[src/rtl/cd_host_pkg.sv]
// cd_host_pkg: shared constants for the CD-block host interface.
//   - register offsets in the CS2 window ({AA[15:1],0})
//   - CMOK bit position in HIRQ
//   - default command/response reset image
//   - byte-lane merge helper used by every writable register
package cd_host_pkg;

    localparam logic [15:0] OFS_DTR      = 16'h0000;
    localparam logic [15:0] OFS_HIRQ     = 16'h0008;
    localparam logic [15:0] OFS_HIRQMASK = 16'h000C;
    localparam logic [15:0] OFS_CR0      = 16'h0018;
    localparam int          CR_STRIDE    = 4;

    localparam int CMOK_BIT = 0;

    localparam logic [63:0] CR_INIT_DEFAULT = 64'h434B_4C4F_4442_0043;

    // Replace only the byte lanes whose strobe is active.
    function automatic logic [15:0] lane_merge(input logic [15:0] old_val,
                                               input logic [15:0] data,
                                               input logic        lo,
                                               input logic        hi);
        return {hi ? data[15:8] : old_val[15:8], lo ? data[7:0] : old_val[7:0]};
    endfunction

endpackage

[src/rtl/cd_dt_fifo.sv]
// cd_dt_fifo: data-transfer FIFO behind the DTR register.
//   CLK, RST_N : clock, async active-low reset
//   en         : clock enable; nothing moves without it
//   push, din  : write side (dropped when full unless a pop frees a slot)
//   pop        : read side (ignored when empty)
//   head       : current oldest word (undefined content when empty)
//   count      : occupancy 0..DEPTH
//   full/empty : status flags
// Pointers carry one extra wrap bit so full and empty are distinguishable.
module cd_dt_fifo #(
    parameter int DEPTH = 16,
    parameter int W     = 16
) (
    input  logic                     CLK,
    input  logic                     RST_N,
    input  logic                     en,
    input  logic                     push,
    input  logic [W-1:0]             din,
    input  logic                     pop,
    output logic [W-1:0]             head,
    output logic [$clog2(DEPTH):0]   count,
    output logic                     full,
    output logic                     empty
);

    localparam int AW = $clog2(DEPTH);

    logic [W-1:0] mem [DEPTH];
    logic [AW:0]  wp, rp;
    logic         do_push, do_pop;

    assign empty = (wp == rp);
    assign full  = (wp[AW] != rp[AW]) && (wp[AW-1:0] == rp[AW-1:0]);
    assign count = wp - rp;
    assign head  = mem[rp[AW-1:0]];

    // A pop in the same cycle frees the slot the push needs when full.
    assign do_pop  = en && pop && !empty;
    assign do_push = en && push && (!full || do_pop);

    always_ff @(posedge CLK or negedge RST_N) begin
        if (!RST_N) begin
            wp <= '0;
            rp <= '0;
        end else begin
            if (do_push) wp <= wp + 1'b1;
            if (do_pop)  rp <= rp + 1'b1;
        end
    end

    always_ff @(posedge CLK) begin
        if (do_push) mem[wp[AW-1:0]] <= din;
    end

endmodule

[src/rtl/cd_host_if.sv]
// cd_host_if: CD-block host register window on the A-bus CS2 space.
//   CLK, RST_N, CE_R        : clock, async active-low reset, clock enable
//   ACS2_N, AA, ADO, ADI    : A-bus chip select, address [25:1], write/read data
//   AWRL_N, AWRU_N, ARD_N   : low/high byte write strobes, read strobe
//   IRQ_N                   : registered host interrupt (active low)
//   CMD_VALID/CMD_CR/CMD_ACK: command handoff to the CD controller
//   RSP_VALID/RSP_CR        : response load from the CD controller
//   HIRQ_SET                : per-bit interrupt set pulses
//   DT_WR/DT_DATA/DT_FULL/DT_COUNT : DTR FIFO fill side
module cd_host_if
    import cd_host_pkg::*;
#(
    parameter int                   CR_NUM     = 4,
    parameter int                   IRQ_W      = 16,
    parameter int                   FIFO_DEPTH = 16,
    parameter logic [9:0]           BASE_HI    = 10'h189,
    parameter logic [16*CR_NUM-1:0] CR_INIT    = (16*CR_NUM)'(CR_INIT_DEFAULT)
) (
    input  logic                          CLK,
    input  logic                          RST_N,
    input  logic                          CE_R,
    input  logic                          ACS2_N,
    input  logic [25:1]                   AA,
    input  logic [15:0]                   ADO,
    output logic [15:0]                   ADI,
    input  logic                          AWRL_N,
    input  logic                          AWRU_N,
    input  logic                          ARD_N,
    output logic                          IRQ_N,
    output logic                          CMD_VALID,
    output logic [16*CR_NUM-1:0]          CMD_CR,
    input  logic                          CMD_ACK,
    input  logic                          RSP_VALID,
    input  logic [16*CR_NUM-1:0]          RSP_CR,
    input  logic [IRQ_W-1:0]              HIRQ_SET,
    input  logic                          DT_WR,
    input  logic [15:0]                   DT_DATA,
    output logic                          DT_FULL,
    output logic [$clog2(FIFO_DEPTH):0]   DT_COUNT
);

    // ---------------- decode ----------------
    logic              sel;
    logic [15:0]       ofs;
    logic              hit_dtr, hit_hirq, hit_mask;
    logic [CR_NUM-1:0] cr_hit;

    assign sel      = !ACS2_N && (AA[25:16] == BASE_HI);
    assign ofs      = {AA[15:1], 1'b0};
    assign hit_dtr  = (ofs == OFS_DTR);
    assign hit_hirq = (ofs == OFS_HIRQ);
    assign hit_mask = (ofs == OFS_HIRQMASK);

    always_comb begin
        cr_hit = '0;
        for (int i = 0; i < CR_NUM; i++)
            cr_hit[i] = (ofs == OFS_CR0 + 16'(CR_STRIDE * i));
    end

    // ---------------- strobe edge detection ----------------
    logic lo, hi, wr_act, wr_q, commit;
    logic rd_act, rd_q, pop;

    assign lo     = !AWRL_N;
    assign hi     = !AWRU_N;
    assign wr_act = sel && (lo || hi);
    assign commit = CE_R && wr_act && !wr_q;

    // Pop once when the read strobe releases after a DTR read.
    assign rd_act = sel && hit_dtr && !ARD_N;
    assign pop    = rd_q && ARD_N;

    // ---------------- register state ----------------
    logic [IRQ_W-1:0]             hirq, mask, hirq_nx;
    logic [CR_NUM-1:0][15:0]      rsp, shadow, shadow_nx, cmd;
    logic                         cmd_valid, irq_q;
    logic                         cr_wr, last_wr;

    // Command registers are frozen while a command is outstanding.
    assign cr_wr   = commit && (|cr_hit) && !cmd_valid;
    assign last_wr = cr_wr && cr_hit[CR_NUM-1];

    always_comb begin
        shadow_nx = shadow;
        for (int i = 0; i < CR_NUM; i++)
            if (cr_wr && cr_hit[i])
                shadow_nx[i] = lane_merge(shadow[i], ADO, lo, hi);

        // Clears first, sets last: a set in the same cycle always wins.
        hirq_nx = hirq;
        if (commit && hit_hirq)
            hirq_nx = hirq & IRQ_W'({hi ? ADO[15:8] : 8'hFF, lo ? ADO[7:0] : 8'hFF});
        if (last_wr)
            hirq_nx[CMOK_BIT] = 1'b0;
        hirq_nx = hirq_nx | HIRQ_SET;
        if (RSP_VALID)
            hirq_nx[CMOK_BIT] = 1'b1;
    end

    always_ff @(posedge CLK or negedge RST_N) begin
        if (!RST_N) begin
            // Strobe history resets to "busy" so a write still held across
            // reset release needs a fresh strobe edge before it can commit.
            wr_q      <= 1'b1;
            rd_q      <= 1'b0;
            hirq      <= '1;
            mask      <= '1;
            rsp       <= CR_INIT;
            shadow    <= '0;
            cmd       <= '0;
            cmd_valid <= 1'b0;
            irq_q     <= 1'b0;
        end else if (CE_R) begin
            wr_q   <= wr_act;
            rd_q   <= rd_act;
            hirq   <= hirq_nx;
            shadow <= shadow_nx;
            if (commit && hit_mask)
                mask <= IRQ_W'(lane_merge(16'(mask), ADO, lo, hi));
            if (RSP_VALID)
                rsp <= RSP_CR;
            if (last_wr) begin
                cmd       <= shadow_nx;
                cmd_valid <= 1'b1;
            end else if (CMD_ACK) begin
                cmd_valid <= 1'b0;
            end
            irq_q <= ~|(hirq & mask);
        end
    end

    // ---------------- DTR FIFO ----------------
    logic [15:0] dt_head;
    logic        dt_empty;

    cd_dt_fifo #(
        .DEPTH (FIFO_DEPTH),
        .W     (16)
    ) u_fifo (
        .CLK   (CLK),
        .RST_N (RST_N),
        .en    (CE_R),
        .push  (DT_WR),
        .din   (DT_DATA),
        .pop   (pop),
        .head  (dt_head),
        .count (DT_COUNT),
        .full  (DT_FULL),
        .empty (dt_empty)
    );

    // ---------------- read mux ----------------
    logic [15:0] rdata;

    always_comb begin
        rdata = '0;
        if (hit_dtr)
            rdata = dt_empty ? 16'h0000 : dt_head;
        else if (hit_hirq)
            rdata = 16'(hirq);
        else if (hit_mask)
            rdata = 16'(mask);
        for (int i = 0; i < CR_NUM; i++)
            if (cr_hit[i]) rdata = rsp[i];
    end

    assign ADI       = sel ? rdata : 16'h0000;
    assign IRQ_N     = irq_q;
    assign CMD_VALID = cmd_valid;
    assign CMD_CR    = cmd;

endmodule

[config.mk]
export PLATFORM = sky130hd
export DESIGN_NAME = cd_host_if
export DESIGN_NICKNAME = d
export VERILOG_FILES = /design/src/rtl/cd_host_pkg.sv /design/src/rtl/cd_dt_fifo.sv /design/src/rtl/cd_host_if.sv
export SDC_FILE = /design/constraint.sdc
export NUM_CORES = 1
export LEC_CHECK = 0
export BUFFER_PORTS_ARGS = -buffer_cell sky130_fd_sc_hd__buf_2
export CAP_MARGIN = 20
export CORE_AREA = 3 3 218 220
export CTS_CLUSTER_SIZE = 28
export DETAILED_ROUTE_END_ITERATION = 8
export DIE_AREA = 0 0 221 223
export SYNTH_ARGS = -nofsm -noshare
export SYNTH_HDL_FRONTEND = slang
export SYNTH_SLANG_ARGS = --single-unit
[constraint.sdc]
create_clock -name CLK -period 6.6 [get_ports CLK]
set_input_delay 0.33 -clock CLK [delete_from_list [all_inputs] [get_ports CLK]]
set_output_delay 0.33 -clock CLK [all_outputs]
set_load 0.02 [all_outputs]
Word-level counts from Yosys, hierarchy flattened
Memories as Yosys holds them, arrays and structs flattened.
Cells that the tools add are included.

word-level totals
  bits in registers = 238
  RAM bits = 256
  input bits = 147
  output and inout bits = 88
  word-level logic and storage cells = 110
  memories = 1

memory list
  name        depth  bits a word  read ports  clocked after Yosys merged registers in  write ports  line              RTL
  u_fifo.mem  16     16           1           0                                        1            cd_dt_fifo.sv:28  logic [W-1:0] mem [DEPTH];

cells by class
  add/sub/neg operators = 3
  equality and inequality tests = 10
  muxes and demuxes = 30
  bitwise gates (word level) = 5
  reductions and logical operators = 40

operator list
  kind                   number
  $mux W16               14
  $mux W8                10
  $and A16 B16 Y16       2
  $eq A15 B3 Y1 const B  2
  $eq A15 B4 Y1 const B  2
  $eq A15 B5 Y1 const B  2
  $logic_and A1 B1 Y1    20
  $logic_not A16 Y1      1
  $or A16 B16 Y16        1
  $reduce_or A16 Y1      1
  $add A5 B1 Y5 const B  2
  $eq A10 B9 Y1 const B  1
  $logic_not A1 Y1       9
  $mux W1                6
  $reduce_and A2 Y1      3
  $reduce_and A3 Y1      2
  $eq A5 B5 Y1           1
  $sub A5 B5 Y5          1
  $eq A4 B4 Y1           1
  $reduce_or A4 Y1       1
  $logic_or A1 B1 Y1     2
  $not A1 Y1             2
  $reduce_bool A2 Y1     1
  $ne A1 B1 Y1           1

Depth between registers and ports, before layout
  depth after elaboration = 11
  depth in mapped cells = 12
  depth with buffers taken out = 7

Hierarchy
From an unflattened synthesis, not the netlist that was laid out.

second synthesis, totals
  cell total of the unflattened synthesis = 1334
  area, all modules = 20792.4 um2

modules (own cells, without submodules)
  module      times used  cells each  area each (um2)
  cd_dt_fifo  1           512         10525.1
  cd_host_if  1           822         10267.3

Worst setup path after synthesis
Ideal clock, no wire load.

  kind = reg-to-reg
  from = reg u_fifo.rp[1]
  to = mem u_fifo.mem[4][0] (enable)
  library setup time = 0.409 ns
  data arrival time = 3.972 ns
  required time = 6.191 ns
  path slack = 2.219 ns
  stages on the path, launching flop included = 11
  buffers on the path = 4
  clock period less this slack = 4.381 ns
  path through = dfrtp_1 > clkbuf_1 > buf_2 > clkbuf_1 > clkbuf_1 > inv_1 > ha_1 > and4_1 > a31oi_1 > nand2_1 > nor3_1

between the ends
  word-level cells in the longest chain between the ends = 7
  elaborated cells on any way between the ends = 10

ends and longest elaborated chain
  what                                                            line                                RTL
  from (decl)                                                     cd_dt_fifo.sv:29                    logic [AW:0] wp, rp;
  from (signal assigned)                                          cd_dt_fifo.sv:47                    if (do_pop) rp <= rp + 1'b1;
  $eq A5 B5 Y1 / $eq A4 B4 Y1 (equally long branches)             cd_dt_fifo.sv:32, cd_dt_fifo.sv:33
  $logic_not A1 Y1 / $logic_and A1 B1 Y1 (equally long branches)  cd_dt_fifo.sv:38, cd_dt_fifo.sv:33
  $logic_and A1 B1 Y1 / $logic_not A1 Y1 (equally long branches)  cd_dt_fifo.sv:38, cd_dt_fifo.sv:39
  $logic_or A1 B1 Y1 (*)                                          cd_dt_fifo.sv:39                    assign do_push = en && push && (!full || do_pop);
  $logic_and A1 B1 Y1 (*)                                         cd_dt_fifo.sv:39
  $mux W1 (*)                                                     cd_dt_fifo.sv:52                    if (do_push) mem[wp[AW-1:0]] <= din;
  $mux W1 (implied by the code) (*)                               cd_dt_fifo.sv:52
  to (decl)                                                       cd_dt_fifo.sv:28

Mark *: on every way between the ends. The rest lies on a longest branch, timed or not.

Worst setup path after layout
  from = reg u_fifo.rp[1]
  to = out ADI[15]

between the ends
  word-level cells in the longest chain between the ends = 8
  elaborated cells on any way between the ends = 9

ends and longest elaborated chain
  what                                                    line               RTL
  $mem_v2 Z16 W16 / $eq A5 B5 Y1 (equally long branches)  -
  $mux W16 (*)                                            cd_host_if.sv:158  rdata = dt_empty ? 16'h0000 : dt_head;
  $mux W16 (*)                                            cd_host_if.sv:157  if (hit_dtr)
  $mux W16 (*) (4 in a row)                               cd_host_if.sv:164  if (cr_hit[i]) rdata = rsp[i];
  $mux W16 (*)                                            cd_host_if.sv:167  assign ADI = sel ? rdata : 16'h0000;
  to (decl)                                               cd_host_if.sv:25   output logic [15:0] ADI,

Marks and branches as above.

==> metrics.yaml <==
cts:
  numCtsBuffers: 52
  postCtsResizedCells: 0
  cts_tree: "built"
  post_cts_buffers: 0
  cts_sinks: 494
  cts-root-buf: "clkbuf_16"
  clkSlewWorstSetupHoldPaths_ns: 0.06
  clk_latency_ns: 0.60
  cts_max_level: 2
  cts_buffer_depth: 3
  ctsHoldBuffers: 78
placement:
  dpl-instance-area_um2: 22440
  place_congestion: 0.8771
  hpwl_um: 39680
  port_buffers: 234
routing:
  dr.pass1.iters: 5
  drc: 0
  drtAntennaViolNets: 0
  vias: 12951
  vias_per_cell: 5.544
  wl_um: 57870
  drt_iter0_drc: 959
  wl_per_cell_um: 24.77
global_routing:
  grt_max_degree: 155
  antenna_found_initial: 2
  grt_pass1_vias: 13349
  grt-ovfl-total: 0
  grt_pass1_wl_um: 86520
  gr-usage-all-layers_pct: 23.24
logic_synthesis:
  synth_common_cells: "edfxtp_1 (256), dfrtp_1 (183), mux2_2 (172)"
  syn-num-nets: 1525
  synth_top_area_share_pct: 37.42
  ys_seq_elements: 494
  post-synth-top-count-cell: "edfxtp_1"
  synth_area_leaders: "edfxtp_1 (37%), dfrtp_1 (22%), mux2_2 (9.4%)"
  synth_edf_count: 256
  ys_types: 57
  yosysWarnings: 0
  syn_area_per_cell_um2: 15.02
  async_flop_share_pct: 48.18
  synth-seq-area-share_pct: 66.74
  syn_area_um2: 20540
  syn_inst: 1368
  synth_top_cell_by_area: "edfxtp_1"
  synth_flop_cell: "edfxtp_1"
power_and_ir_drop:
  peakVddDrop_uv: 229.2
  power_density_nw_per_um2: 285.0
  total_power_mw: 7.137
  leakagePower_nw: 10.13
timing:
  fin_crit_ns: 4.570
  max_freq_mhz: 218.8
  setup_viol_count_final: 0
  clock_skew_ns: 0.01283
  min_period_over_period_pct: 69.24
  tightest_slew_ns: 1.030
  slew_viol_final: 0
  maxSlewHeadroom_pct: 29.53
  final_hold_viol_count: 0
  tns_ns: 0
  rsz0062_at_grt: "false"
floorplan:
  initial_core_util_pct: 45.17
  die_w_um: 221
  io_pins: 235
  core_area_um2: 45480
  placementRows: 78
  dieArea_um2: 49280
  die-height_um: 223
worst_setup_path:
  crit_type: "reg -> out"
  critPathSlowestCell: "dfrtp_2"
  required_ns: 6.27
  start_kind: "flop"
  worstSetupEndpointType: "output port"
  crit_chain: "buf_4 -> nor3_1 -> buf_4 -> a22o_1 -> a2111oi_0 -> a31oi_1 -> nor3_1 -> buf_2"
  cp_max_fo: 39
  cp.arrival_ns: 4.24
  cp_slowest_stage_delay_ns: 0.99
hold_path:
  min_path_type: "in -> reg"
finish:
  utilization_pct: 55.05
  nNetsFinal: 1847
  fill_cells: 3730
  post-route-cell-area_um2: 25040
  regArea_um2: 13720
  synthToLayoutAreaGrowth_pct: 21.86
  multi_input_area_um2: 6467
  drive_above_1_share_pct: 36.39
job:
  cap_violations: 0
status:
  status: "finished, final reports clean"
## power breakdown
part           leakage, nW  switching [mW]  internal [mW]
combinational         3.92           0.365          0.227
clock                0.892            1.21           1.83
sequential            5.32          0.0824           3.42
total                 10.1            1.66           5.48
## path summary, 6_finish.rpt
path                                                     to  slack [ns]  cells past startpoint                      from
worst max-delay path                                ADI[15]        2.03                      8  u_fifo.rp[1]$_DFFE_PN0P_
worst min-delay path                    rsp[39]$_DFFE_PN0P_        0.04                      2                RSP_CR[39]
worst max register to register  u_fifo.mem[2][14]$_DFFE_PP_        2.60                      6  u_fifo.rp[1]$_DFFE_PN0P_
worst min register to register       CMD_CR[44]$_DFFE_PN0P_        0.47                      2    CMD_CR[44]$_DFFE_PN0P_
max in group asynchronous               rsp[27]$_DFFE_PN0P_        4.99                      3                     RST_N
min in group asynchronous             shadow[0]$_DFFE_PN0P_        0.31                      2                     RST_N
## state kept, by name (all words and copies together) (netlist names)
signal      cells
mask           16
wr_q            1
rd_q            1
IRQ_N           1
shadow         64
u_fifo.rp       5
CMD_VALID       1
u_fifo.mem    256
CMD_CR         64
rsp            64
hirq           16
u_fifo.wp       5
## layer usage
metal | up-vias | global-route usage [%] | share of wire [%]
met3 | 85 | 3.526 | 5.3
met4 | 0 | 7.104 | 2.7
met5 | - | 0 | 0
met2 | 435 | 39.59 | 50
met1 | 6620 | 31.02 | 42
li1 | 5811 | - | -
## final cells by class
cell class | instances | share of cell area, %
Inverter | 35 | 0.5247
Tap cell | 600 | 2.999
Clock buffer | 76 | 6.207
Timing Repair Buffer | 336 | 8.641
Clock inverter | 22 | 0.9945
Antenna cell | 2 | 0.01999
Sequential cell | 494 | 54.78
Multi-Input combinational cell | 771 | 25.83
## placed cells by master (no fill, tap or decap), types with 5 or more instances in the layout
cell type      synthesis  layout
edfxtp_1             256     256
buf_2                  9     234
dfrtp_1              183     180
mux2_2               172     172
nand2_1               88      87
dlygate4sd3_1          0      78
o21ai_0               75      75
nor2_1                64      64
mux2i_1               63      63
dfstp_2               55      55
clkbuf_16              0      54
mux4_2                38      38
inv_1                 35      35
nor3_1                24      19
buf_4                  2      19
nand2b_1              18      18
a22o_1                16      16
nor2b_1               15      15
a211oi_1              15      15
o22ai_1               14      14
or3_1                 14      14
a31oi_1               14      14
a2111oi_0             13      13
o221ai_1              13      13
clkbuf_8               0      12
nand4_1               11      11
and2_1                11      11
clkbuf_1              48      10
ha_1                   9       9
clkinv_2               0       9
nand3_1                8       8
xnor2_1                8       8
or4_1                  7       7
a21oi_1                6       6
nor3_2                 1       6
bufinv_16              0       5
## stage by stage
step	hold slack [ns]	setup slack [ns]	instances
floorplan	0.03441	2.219	1368
global placement	0.3826	2.539	2153
detailed placement	0.3833	2.649	2157
CTS	0.01037	2.032	2333
global route	0.03394	1.832	2335
finish	0.04082	2.030	2336
## critical path: cells and delay by family (launching register included)
family	cells	cell delay (ns)
compound gates	3	1.25
buf+inv	3	0.99
flops	1	0.99
simple gates	2	0.39
## cell families after synthesis
| logic type | Yosys count | synth area share [%] |
|---|---|---|
| xor gates and xnor gates | 12 | 0.5116 |
| buffers and inverters | 103 | 1.973 |
| muxes | 275 | 16.77 |
| DFF | 494 | 66.74 |
| AOI/OAI and AO/OA | 182 | 5.810 |
| and+or+nand+nor | 292 | 7.546 |
| adders and majority gates | 10 | 0.6456 |
Power figures use the tool's default switching activity.
